--- src/rtl/wb_master_behavioral.sv ---
// Command-driven classic Wishbone initiator: one bus cycle per command, one-cycle response pulse.
// Optional bus-wait timeout abort is enabled by defining WB_MASTER_TIMEOUT_EN.
module wb_master_behavioral #(
    parameter int DW      = 32,
    parameter int AW      = 32,
    parameter int TIMEOUT = 255
) (
    input  logic            clk_i,
    input  logic            rst_i,
    input  logic            cmd_valid_i,
    output logic            cmd_ready_o,
    input  logic            cmd_we_i,
    input  logic [AW-1:0]   cmd_adr_i,
    input  logic [DW-1:0]   cmd_dat_i,
    input  logic [DW/8-1:0] cmd_sel_i,
    output logic            rsp_valid_o,
    output logic [DW-1:0]   rsp_dat_o,
    output logic            rsp_err_o,
    output logic [AW-1:0]   adr_o,
    output logic [DW-1:0]   dat_o,
    input  logic [DW-1:0]   dat_i,
    output logic [DW/8-1:0] sel_o,
    output logic            cyc_o,
    output logic            stb_o,
    output logic            we_o,
    input  logic            ack_i,
    output logic [9:0]      rd_cnt_o,
    output logic [9:0]      wr_cnt_o
);

    typedef enum logic [1:0] {IDLE, BUS, RESP} state_t;

    state_t state, state_nxt;
    logic   timeout_hit;

    if (!(DW == 32 || DW == 64 || DW == 128)) begin : g_bad_dw
        $error("wb_master_behavioral: DW must be 32, 64 or 128");
    end
    if (TIMEOUT < 1 || TIMEOUT > 65535) begin : g_bad_timeout
        $error("wb_master_behavioral: TIMEOUT must be in 1..65535");
    end

`ifdef WB_MASTER_TIMEOUT_EN
    logic [15:0] wait_cnt;

    // ack_i on the same edge wins over the timeout.
    assign timeout_hit = (state == BUS) && !ack_i && (wait_cnt == 16'(TIMEOUT));

    always_ff @(posedge clk_i) begin
        if (rst_i) begin
            wait_cnt  <= '0;
            rsp_err_o <= 1'b0;
        end else begin
            case (state)
                IDLE: wait_cnt <= '0;
                BUS: begin
                    if (timeout_hit)
                        rsp_err_o <= 1'b1;
                    else if (!ack_i)
                        wait_cnt <= wait_cnt + 16'd1;
                end
                default: rsp_err_o <= 1'b0;
            endcase
        end
    end
`else
    assign timeout_hit = 1'b0;
    assign rsp_err_o   = 1'b0;
`endif

    // NOTE: reset is synchronous here, so it lives inside the clocked branch, not the sensitivity list.
    always_ff @(posedge clk_i) begin
        if (rst_i)
            state <= IDLE;
        else
            state <= state_nxt;
    end

    // NOTE: every comb output gets a default first so no path can infer a latch.
    always_comb begin
        state_nxt = state;
        case (state)
            IDLE:    if (cmd_valid_i) state_nxt = BUS;
            BUS:     if (ack_i || timeout_hit) state_nxt = RESP;
            RESP:    state_nxt = IDLE;
            default: state_nxt = IDLE;
        endcase
    end

    always_comb begin
        cmd_ready_o = (state == IDLE);
    end

    // NOTE: registered outputs use non-blocking assignments so every reader sees pre-edge values.
    always_ff @(posedge clk_i) begin
        if (rst_i) begin
            cyc_o       <= 1'b0;
            stb_o       <= 1'b0;
            we_o        <= 1'b0;
            adr_o       <= '0;
            dat_o       <= '0;
            sel_o       <= '0;
            rsp_valid_o <= 1'b0;
            rsp_dat_o   <= '0;
            rd_cnt_o    <= '0;
            wr_cnt_o    <= '0;
        end else begin
            case (state)
                IDLE: begin
                    rsp_valid_o <= 1'b0;
                    if (cmd_valid_i) begin
                        we_o  <= cmd_we_i;
                        adr_o <= cmd_adr_i;
                        dat_o <= cmd_dat_i;
                        sel_o <= cmd_sel_i;
                        cyc_o <= 1'b1;
                        stb_o <= 1'b1;
                    end
                end
                BUS: begin
                    if (ack_i) begin
                        cyc_o       <= 1'b0;
                        stb_o       <= 1'b0;
                        rsp_valid_o <= 1'b1;
                        rsp_dat_o   <= we_o ? '0 : dat_i;
                        if (we_o)
                            wr_cnt_o <= wr_cnt_o + 10'd1;
                        else
                            rd_cnt_o <= rd_cnt_o + 10'd1;
                    end else if (timeout_hit) begin
                        cyc_o       <= 1'b0;
                        stb_o       <= 1'b0;
                        rsp_valid_o <= 1'b1;
                        rsp_dat_o   <= '0;
                    end
                end
                default: rsp_valid_o <= 1'b0;
            endcase
        end
    end

endmodule
--- config.mk ---
export PLATFORM = sky130hd
export DESIGN_NAME = wb_master_behavioral
export DESIGN_NICKNAME = d
export VERILOG_FILES = /design/src/rtl/wb_master_behavioral.sv
export SDC_FILE = /design/constraint.sdc
export NUM_CORES = 1
export LEC_CHECK = 0
export BUFFER_PORTS_ARGS = -buffer_cell sky130_fd_sc_hd__buf_4
export CORE_MARGIN = 4
export CORE_UTILIZATION = 45
export CTS_BUF_LIST = sky130_fd_sc_hd__clkbuf_8
export CTS_CLUSTER_DIAMETER = 30
export CTS_CLUSTER_SIZE = 40
export DETAILED_ROUTE_END_ITERATION = 6
export MAX_ROUTING_LAYER = met4
export PLACE_DENSITY = 0.84
export SYNTH_ARGS = -nofsm -noshare
export SYNTH_HDL_FRONTEND = slang
export SYNTH_SLANG_ARGS = --single-unit
--- constraint.sdc ---
create_clock -name clk_i -period 2.8 [get_ports clk_i]
set_clock_uncertainty 0.2 [all_clocks]
set_input_delay 0.28 -clock clk_i [delete_from_list [all_inputs] [get_ports clk_i]]
set_output_delay 0.28 -clock clk_i [all_outputs]
set_load 0.05 [all_outputs]
==> flow_summary_export.csv, run 1 <==
group,metric,value,unit
global_routing,busiest_layer,"met2",
global_routing,first_global_vias,5738,
setup_path,max_stage_delay,730,ps
global_routing,grt_pass1_wl,28.4,mm
global_routing,grt_max_degree,71,
clock_network,post_cts_buffers,0,
setup_path,cp_top_family,"simple AND/OR/NAND/NOR gates",
cells_and_area,layout_commonest_cell,"buf_4",
global_routing,globalRouteMet1Util,30.0,%
clock_network,clock-sinks,125,
synth,yosysWarningCount,0,
floorplan,design.core.area,10300,sq um
synth,synthCells,575,
setup_path,critPathBufInv,0,
setup_path,cp_max_fo,21,
synth,syn-num-nets,682,
floorplan,start_util,46.1,%
setup_path,path_depth,3,
setup_path,cp_slowest_cell,"dfxtp_1",
detailed_routing,drt-pass1-iter-count,5,
placement,post-place-ws,452,ps
placement,dp_hpwl,10.2,mm
clock_network,cts_max_level,4,
synth,ys_types,31,
timing,setup_ws,470,ps
detailed_routing,drtIter0Drc,397,
global_routing,globalRoute.totalOverflow,0,
cells_and_area,fin_util,76.5,%
detailed_routing,routedWlPerCell,17.2,microns
global_routing,globalRouteTotalUtil,29.4,%
floorplan,rows,37,
global_routing,antenna_found_initial,0,
timing,setup_viol,0,
synth,seq_area_frac_synth,52.8,%
cells_and_area,final_cell_area,7860,sq um
setup_path,worstPathRequired,2910,ps
clock_network,clock_latency,430,ps
timing,worst_slew_pin_slew,738,ps
pwr,power.density,534,nW/um^2
pwr,p_leak,3.38,nW
placement,portBuffers,229,
timing,period_share,83.2,%
setup_path,worstSetupPathType,"register to register",
status,outcome,"finished clean",
timing,max_slew_margin,50.8,%
cells_and_area,layout_common_cells,"buf_4, nand2_1, dfxtp_1",
setup_path,critPathArrivalTime,2440,ps
floorplan,die_x,111,microns
detailed_routing,num_vias,5457,
pwr,ir_drop,381,uV
floorplan,die_h,111,microns
clock_network,cts_root_buffer,"clkbuf_8",
clock_network,cts_buffers,17,
flow_run,max_cap_viol_count,0,
synth,synth_area,4740,sq um
cells_and_area,insertedDiodeCount,0,
detailed_routing,drtAntennaViolNets,0,
global_routing,grt_use_met2,50.5,%
timing,hold_ws,193,ps
detailed_routing,vias_per_cell,5.28,
cells_and_area,fin_nets,994,
floorplan,ioPinCount,231,
setup_path,reg2regPathDepth,3,
timing,timing.fmax,429,MHz
worst_hold_path,worstHoldPathCells,2,
timing,rsz0062_at_grt,"false",
clock_network,tritoncts,"built",
setup_path,path_cells,"nand4b_1, nor4_1, mux2_2",
placement,place.gp.congestion,0.782,
synth,yosys_register_bits,125,
timing,slew_viol_final,0,
synth,syn_area_per_cell,8.24,sq um
worst_hold_path,hp-class,"input port to register",
timing,fin_crit,2330,ps
cells_and_area,area_delta_synth_final,65.9,%
placement,place_area,6500,sq um
cells_and_area,drive_gt1_share,30.5,%
timing,fin_setup_tns,0,ps
floorplan,dieArea,12200,sq um
setup_path,endpoint_kind,"register",
global_routing,met3_usage,9.42,%
detailed_routing,drc,0,
timing,hold_violations,0,
clock_network,clockBufferDepth,2,
clock_network,ctsResizeCount,0,
clock_network,clk_pin_slew,70,ps
setup_path,startpoint_type,"register",
detailed_routing,routed_wl,17.8,mm
## sequential cells by signal (all words and copies together), names as in the netlist
name and flops:
state 2, adr_o 32, rsp_valid_o 1, sel_o 4, we_o 1, rsp_dat_o 32, wr_cnt_o 10, rd_cnt_o 10
stb_o 1, dat_o 32
## area by class of cell
cell class | instances | area [sq um]
Tap cell | 136 | 170
Fill cell | 647 | 2420
Timing Repair Buffer | 340 | 2840
Sequential cell | 125 | 2500
Clock buffer | 20 | 275
Inverter | 6 | 22.5
Clock inverter | 9 | 50.0
Multi-Input combinational cell | 397 | 2000
## synthesized netlist by cell type
cell type | number | area, sq um
o21ai_0 | 4 | 20.0
nand3_1 | 7 | 35.0
buf_2 | 15 | 75.1
nor2_1 | 11 | 41.3
xor2_1 | 1 | 8.76
or4_1 | 8 | 60.1
nand3b_4 | 1 | 20.0
buf_4 | 3 | 22.5
nand3b_1 | 33 | 248
a21oi_1 | 115 | 576
mux2_2 | 6 | 67.6
buf_1 | 1 | 3.75
dfxtp_1 | 125 | 2500
clkbuf_1 | 27 | 101
nor4_1 | 6 | 37.5
nand4b_1 | 2 | 17.5
or3b_1 | 1 | 8.76
ha_1 | 2 | 25.0
nor3b_2 | 1 | 12.5
nor3_1 | 1 | 5.00
o31ai_1 | 8 | 60.1
nand4_1 | 1 | 6.26
inv_1 | 6 | 22.5
and3b_2 | 1 | 10.0
or3_1 | 3 | 18.8
nor4b_1 | 1 | 8.76
nand2_1 | 176 | 661
mux2i_1 | 1 | 10.0
conb_1 | 1 | 3.75
nor2b_1 | 6 | 37.5
buf_6 | 1 | 11.3
## worst paths after layout
check / startpoint / endpoint / slack [ps]
max: we_o / wr_cnt_o[9] / 470
min reg2reg: rsp_dat_o[15] / rsp_dat_o[15] / 250
max reg2reg: we_o / wr_cnt_o[9] / 470
min: rst_i / state[1] / 190
## metal layers
layer | up-vias | wire [microns]
li1 | 2538 | -
met1 | 2548 | 6500
met2 | 299 | 9100
met3 | 72 | 1490
met4 | 0 | 721
met5 | - | 0
## through the flow
stage,power (mW),std cells
floorplan,2.44,575
finish,4.20,1033
global route,4.34,1033
CTS,4.18,1033
global placement,2.73,901
detailed placement,2.75,901
## cell families (layout without fill, tap and decap cells)
logic type,after synthesis,in the layout,synth area share [%]
DFF,125,125,52.8
and+or+nand+nor,259,259,25.9
adders and majority gates,2,2,0.528
muxes,7,7,1.64
AOI/OAI and AO/OA,127,127,13.8
xor gates and xnor gates,1,1,0.185
buffers and inverters,53,375,4.99
other,1,1,0.0792
## report_power, final
part           internal, mW  switching [mW]  leakage, nW
clock network         0.653           0.686        0.171
registers              1.86          0.0588         1.02
logic                 0.370           0.568         2.18
total                  2.89            1.31         3.38
## what timing repair did
| action | 4_1_cts | 5_1_grt |
|---|---|---|
| endpoints found under the hold margin | 103 | 0 |
| setup endpoints to repair | 0 | 0 |
| hold buffers | 103 | 0 |
No activity file was read; power rests on OpenSTA's default activity.
==> inputs of run 2 (changes only) <==
- CORE_UTILIZATION: 45 -> 43
- clock period: 2.8 -> 1.95 ns (I/O delays scaled with it)
==> flow_summary_export.csv, run 2 (synthesis results as in run 1) <==
group,metric,value,unit
cells_and_area,drive_gt1_share,31.7,%
clock_network,cts_buffers,17,
clock_network,cts_max_level,4,
setup_path,cp-startpoint,"state[1]",
global_routing,globalRoute.totalOverflow,0,
setup_path,endpoint_kind,"register",
detailed_routing,drtIter0Drc,409,
floorplan,start_util,43.9,%
detailed_routing,routedWlPerCell,16.9,microns
worst_hold_path,hp-class,"input port to register",
cells_and_area,area_delta_synth_final,68.1,%
floorplan,dieArea,12800,sq um
setup_path,path_cells,"nand3b_4, buf_4, or4_1, a21oi_1",
floorplan,die_h,113,microns
global_routing,first_global_vias,5779,
status,outcome,"finished clean",
floorplan,ioPinCount,231,
placement,portBuffers,229,
detailed_routing,num_vias,5519,
cells_and_area,layout_commonest_cell,"buf_4",
clock_network,clock_latency,420,ps
detailed_routing,vias_per_cell,5.28,
setup_path,worstPathRequired,2100,ps
timing,period_share,92.1,%
flow_run,max_cap_viol_count,0,
detailed_routing,drtAntennaViolNets,0,
cells_and_area,insertedDiodeCount,0,
placement,place.gp.congestion,0.845,
placement,place_area,6560,sq um
worst_hold_path,worstHoldStart,"rst_i",
cells_and_area,final_cell_area,7960,sq um
pwr,ir_drop,515,uV
clock_network,post_cts_buffers,0,
clock_network,cts_root_buffer,"clkbuf_8",
cells_and_area,layout_common_cells,"buf_4, nand2_1, dfxtp_1",
setup_path,r2r_start,"state[1]",
timing,hold_violations,0,
pwr,power,6.20,mW
floorplan,design.core.area,10800,sq um
setup_path,worstSetupPathType,"register to register",
global_routing,grt_max_degree,58,
timing,slew_viol_final,0,
clock_network,ctsResizeCount,0,
timing,fin_crit,1800,ps
timing,worst_slew_pin_slew,529,ps
setup_path,cp_slowest_cell,"or4_1",
cells_and_area,fillers,685,
clock_network,ctsHoldBuffers,103,
timing,timing.fmax,557,MHz
setup_path,cp_max_fo,24,
floorplan,die_x,113,microns
setup_path,critPathArrivalTime,1940,ps
detailed_routing,drc,0,
timing,max_slew_margin,64.7,%
clock_network,tritoncts,"built",
detailed_routing,routed_wl,17.7,mm
timing,setup_viol,0,
global_routing,grt_pass1_wl,27.9,mm
detailed_routing,drt-pass1-iter-count,6,
setup_path,startpoint_type,"register",
floorplan,rows,38,
clock_network,clk_pin_slew,70,ps
cells_and_area,reg_top3,"adr_o x32, dat_o x32, rsp_dat_o x32",
clock_network,clockBufferDepth,2,
cells_and_area,fin_nets,999,
timing,rsz0062_at_grt,"false",
setup_path,max_stage_delay,410,ps
global_routing,antenna_found_initial,0,
pwr,p_leak,3.41,nW
placement,dp_hpwl,9.92,mm
timing,fin_setup_tns,0,ps
clock_network,clock-sinks,125,
global_routing,globalRouteTotalUtil,28.1,%
pwr,power.density,779,nW/um^2
-- run 2: stage by stage --
stage / cells / utilization (%) / hold slack (ps) / setup slack, ps
CTS: 1045 / 73.8 / 21.7 / 163
global placement: 910 / 60.8 / 240 / 234
floorplan: 575 / - / 123 / 15.8
detailed placement: 910 / 60.8 / 248 / 183
global route: 1045 / 73.8 / 51.0 / 78.8
finish: 1045 / 73.8 / 58.3 / 155
-- run 2: layer usage --
layer	vias to the layer above	track usage [%]	routed length [microns]
met5	-	-	0
met4	0	15.9	888
met3	80	7.81	1350
met2	299	47.2	8880
met1	2584	29.7	6550
li1	2556	-	-
-- run 2: power by group --
group / switching, mW / internal, mW
combinational: 0.823 / 0.542
sequential: 0.0768 / 2.67
clock: 1.05 / 1.04
total: 1.95 / 4.25
-- run 2: critical path, delay by kind of cell (launching register included) --
kind / cells / cell delay, ps
AND/OR/NAND/NOR: 2 / 710
flip-flops: 1 / 390
buffers and inverters: 1 / 270
AO/OA/AOI/OAI: 1 / 150
-- run 2: final timing paths --
| path | to | slack (ps) | cells past startpoint |
|---|---|---|---|
| max | rd_cnt_o[2] | 150 | 4 |
| min | wr_cnt_o[4] | 60 | 2 |
| max reg2reg | rd_cnt_o[2] | 150 | 4 |
| min reg2reg | rsp_dat_o[30] | 250 | 2 |
-- run 2: layout make-up --
type / instances / area [sq um] / area share (%)
Clock inverter: 14 / 121 / 1.52
Tap cell: 140 / 175 / 2.20
Multi-Input combinational cell: 397 / 2000 / 25.2
Sequential cell: 125 / 2510 / 31.5
Timing Repair Buffer: 345 / 2890 / 36.2
Clock buffer: 18 / 248 / 3.11
Inverter: 6 / 22.5 / 0.283
==> inputs of run 3 (changes only) <==
- ABC_CLOCK_PERIOD_IN_PS: unset -> 2000
- CORE_UTILIZATION: 43 -> 45
- clock period: 1.95 -> 2 ns (I/O delays scaled with it)
==> flow_summary_export.csv, run 3 (synthesis results as in run 1) <==
group,metric,value,unit
placement,post-place-ws,243,ps
detailed_routing,drc,0,
clock_network,cts_buffers,17,
placement,place.gp.congestion,0.835,
clock_network,clk_pin_slew,80,ps
pwr,p_leak,3.49,nW
timing,hold_violations,0,
cells_and_area,fin_util,78.5,%
floorplan,die_h,111,microns
cells_and_area,reg_top3,"adr_o x32, dat_o x32, rsp_dat_o x32",
floorplan,dieArea,12200,sq um
setup_path,worstPathRequired,2130,ps
timing,rsz0062_at_grt,"false",
timing,slew_viol_final,0,
placement,portBuffers,229,
floorplan,rows,37,
clock_network,ctsHoldBuffers,104,
clock_network,clock-sinks,125,
cells_and_area,fin_nets,1002,
detailed_routing,routedWlPerCell,18.1,microns
global_routing,globalRouteTotalUtil,31.5,%
global_routing,grt_max_degree,59,
global_routing,first_global_vias,5968,
detailed_routing,drtIter0Drc,376,
global_routing,antenna_found_initial,1,
floorplan,ioPinCount,231,
cells_and_area,layout_commonest_cell,"buf_4",
clock_network,ctsResizeCount,0,
clock_network,tritoncts,"built",
setup_path,startpoint_type,"register",
floorplan,die_x,111,microns
detailed_routing,num_vias,5643,
setup_path,critPathArrivalTime,1910,ps
timing,fin_crit,1780,ps
timing,timing.fmax,561,MHz
timing,fin_setup_tns,0,ps
cells_and_area,stdcell_count,1045,
detailed_routing,routed_wl,18.9,mm
worst_hold_path,hp-class,"input port to register",
flow_run,max_cap_viol_count,0,
placement,placed_cells,908,
detailed_routing,dr_wl_met3,1.65,mm
setup_path,cp_max_fo,55,
cells_and_area,multi_input_area,2000,sq um
global_routing,globalRoute.totalOverflow,0,
detailed_routing,drt-pass1-iter-count,5,
cells_and_area,layout.area.seq,2500,sq um
floorplan,design.core.area,10300,sq um
timing,setup_viol,0,
timing,worst_slew_pin_slew,621,ps
clock_network,post_cts_buffers,0,
timing,period_share,89.2,%
cells_and_area,area_delta_synth_final,70.4,%
detailed_routing,maxUsedRoutingLayer,"met4",
clock_network,cts_max_level,4,
detailed_routing,drtAntennaViolNets,0,
setup_path,worstSetupPathType,"register to register",
timing,setup_ws,216,ps
global_routing,grt_pass1_wl,30.3,mm
clock_network,clock_latency,440,ps
pwr,power.density,815,nW/um^2
detailed_routing,vias_per_cell,5.40,
detailed_routing,wl_met1,6.70,mm
cells_and_area,drive_gt1_share,31.3,%
clock_network,cts_root_buffer,"clkbuf_8",
placement,dp_hpwl,10.5,mm
clock_network,clockBufferDepth,2,
cells_and_area,layout_common_cells,"buf_4, nand2_1, dfxtp_1",
status,outcome,"finished clean",
detailed_routing,dr_wl_met2,9.46,mm
timing,max_slew_margin,58.6,%
cells_and_area,fillers,620,
setup_path,r2r_slack,220,ps
floorplan,start_util,46.1,%
pwr,ir_drop,518,uV
setup_path,endpoint_kind,"register",
-- run 3: area by class of cell --
cell class / count / area share [%]
diodes: 1 / 0.0310
clock buffers: 17 / 2.90
clock inverters: 15 / 2.78
inverters: 6 / 0.279
multi-input cells: 397 / 24.8
flip-flops and latches: 125 / 31.0
well taps: 136 / 2.11
repair buffers: 348 / 36.1
-- run 3: worst paths after layout --
| kind | cells past startpoint | start | endpoint |
|---|---|---|---|
| max | 5 | state[0] | dat_o[22] |
| min | 2 | rst_i | state[1] |
| max reg2reg | 5 | state[0] | dat_o[22] |
| min reg2reg | 2 | rsp_dat_o[12] | rsp_dat_o[12] |
-- run 3: routing by layer --
metal,vias up,track usage [%]
met5,-,-
met4,0,19.6
met3,98,9.81
met2,357,52.5
met1,2620,32.3
li1,2568,-
-- run 3: stage by stage --
stage               hold WS, ps  instance area, sq um  power [mW]
floorplan                   136                  4740        3.42
global placement            239                  6570        3.83
detailed placement          246                  6570        3.86
CTS                        64.7                  8070        6.52
global route               90.9                  8070        6.79
finish                     68.9                  8070        6.58
-- run 3: power breakdown --
group          total (mW)  switching (mW)  internal, mW
clock network        2.54            1.06          1.48
logic                1.35           0.820         0.534
registers            2.68          0.0768          2.60
-- run 3: critical path, stage by stage, from the launching register on --
cell	delay (ps)
dfxtp_1	350
buf_4	180
or3b_2	490
buf_12	210
nand2_1	130
a21oi_1	100
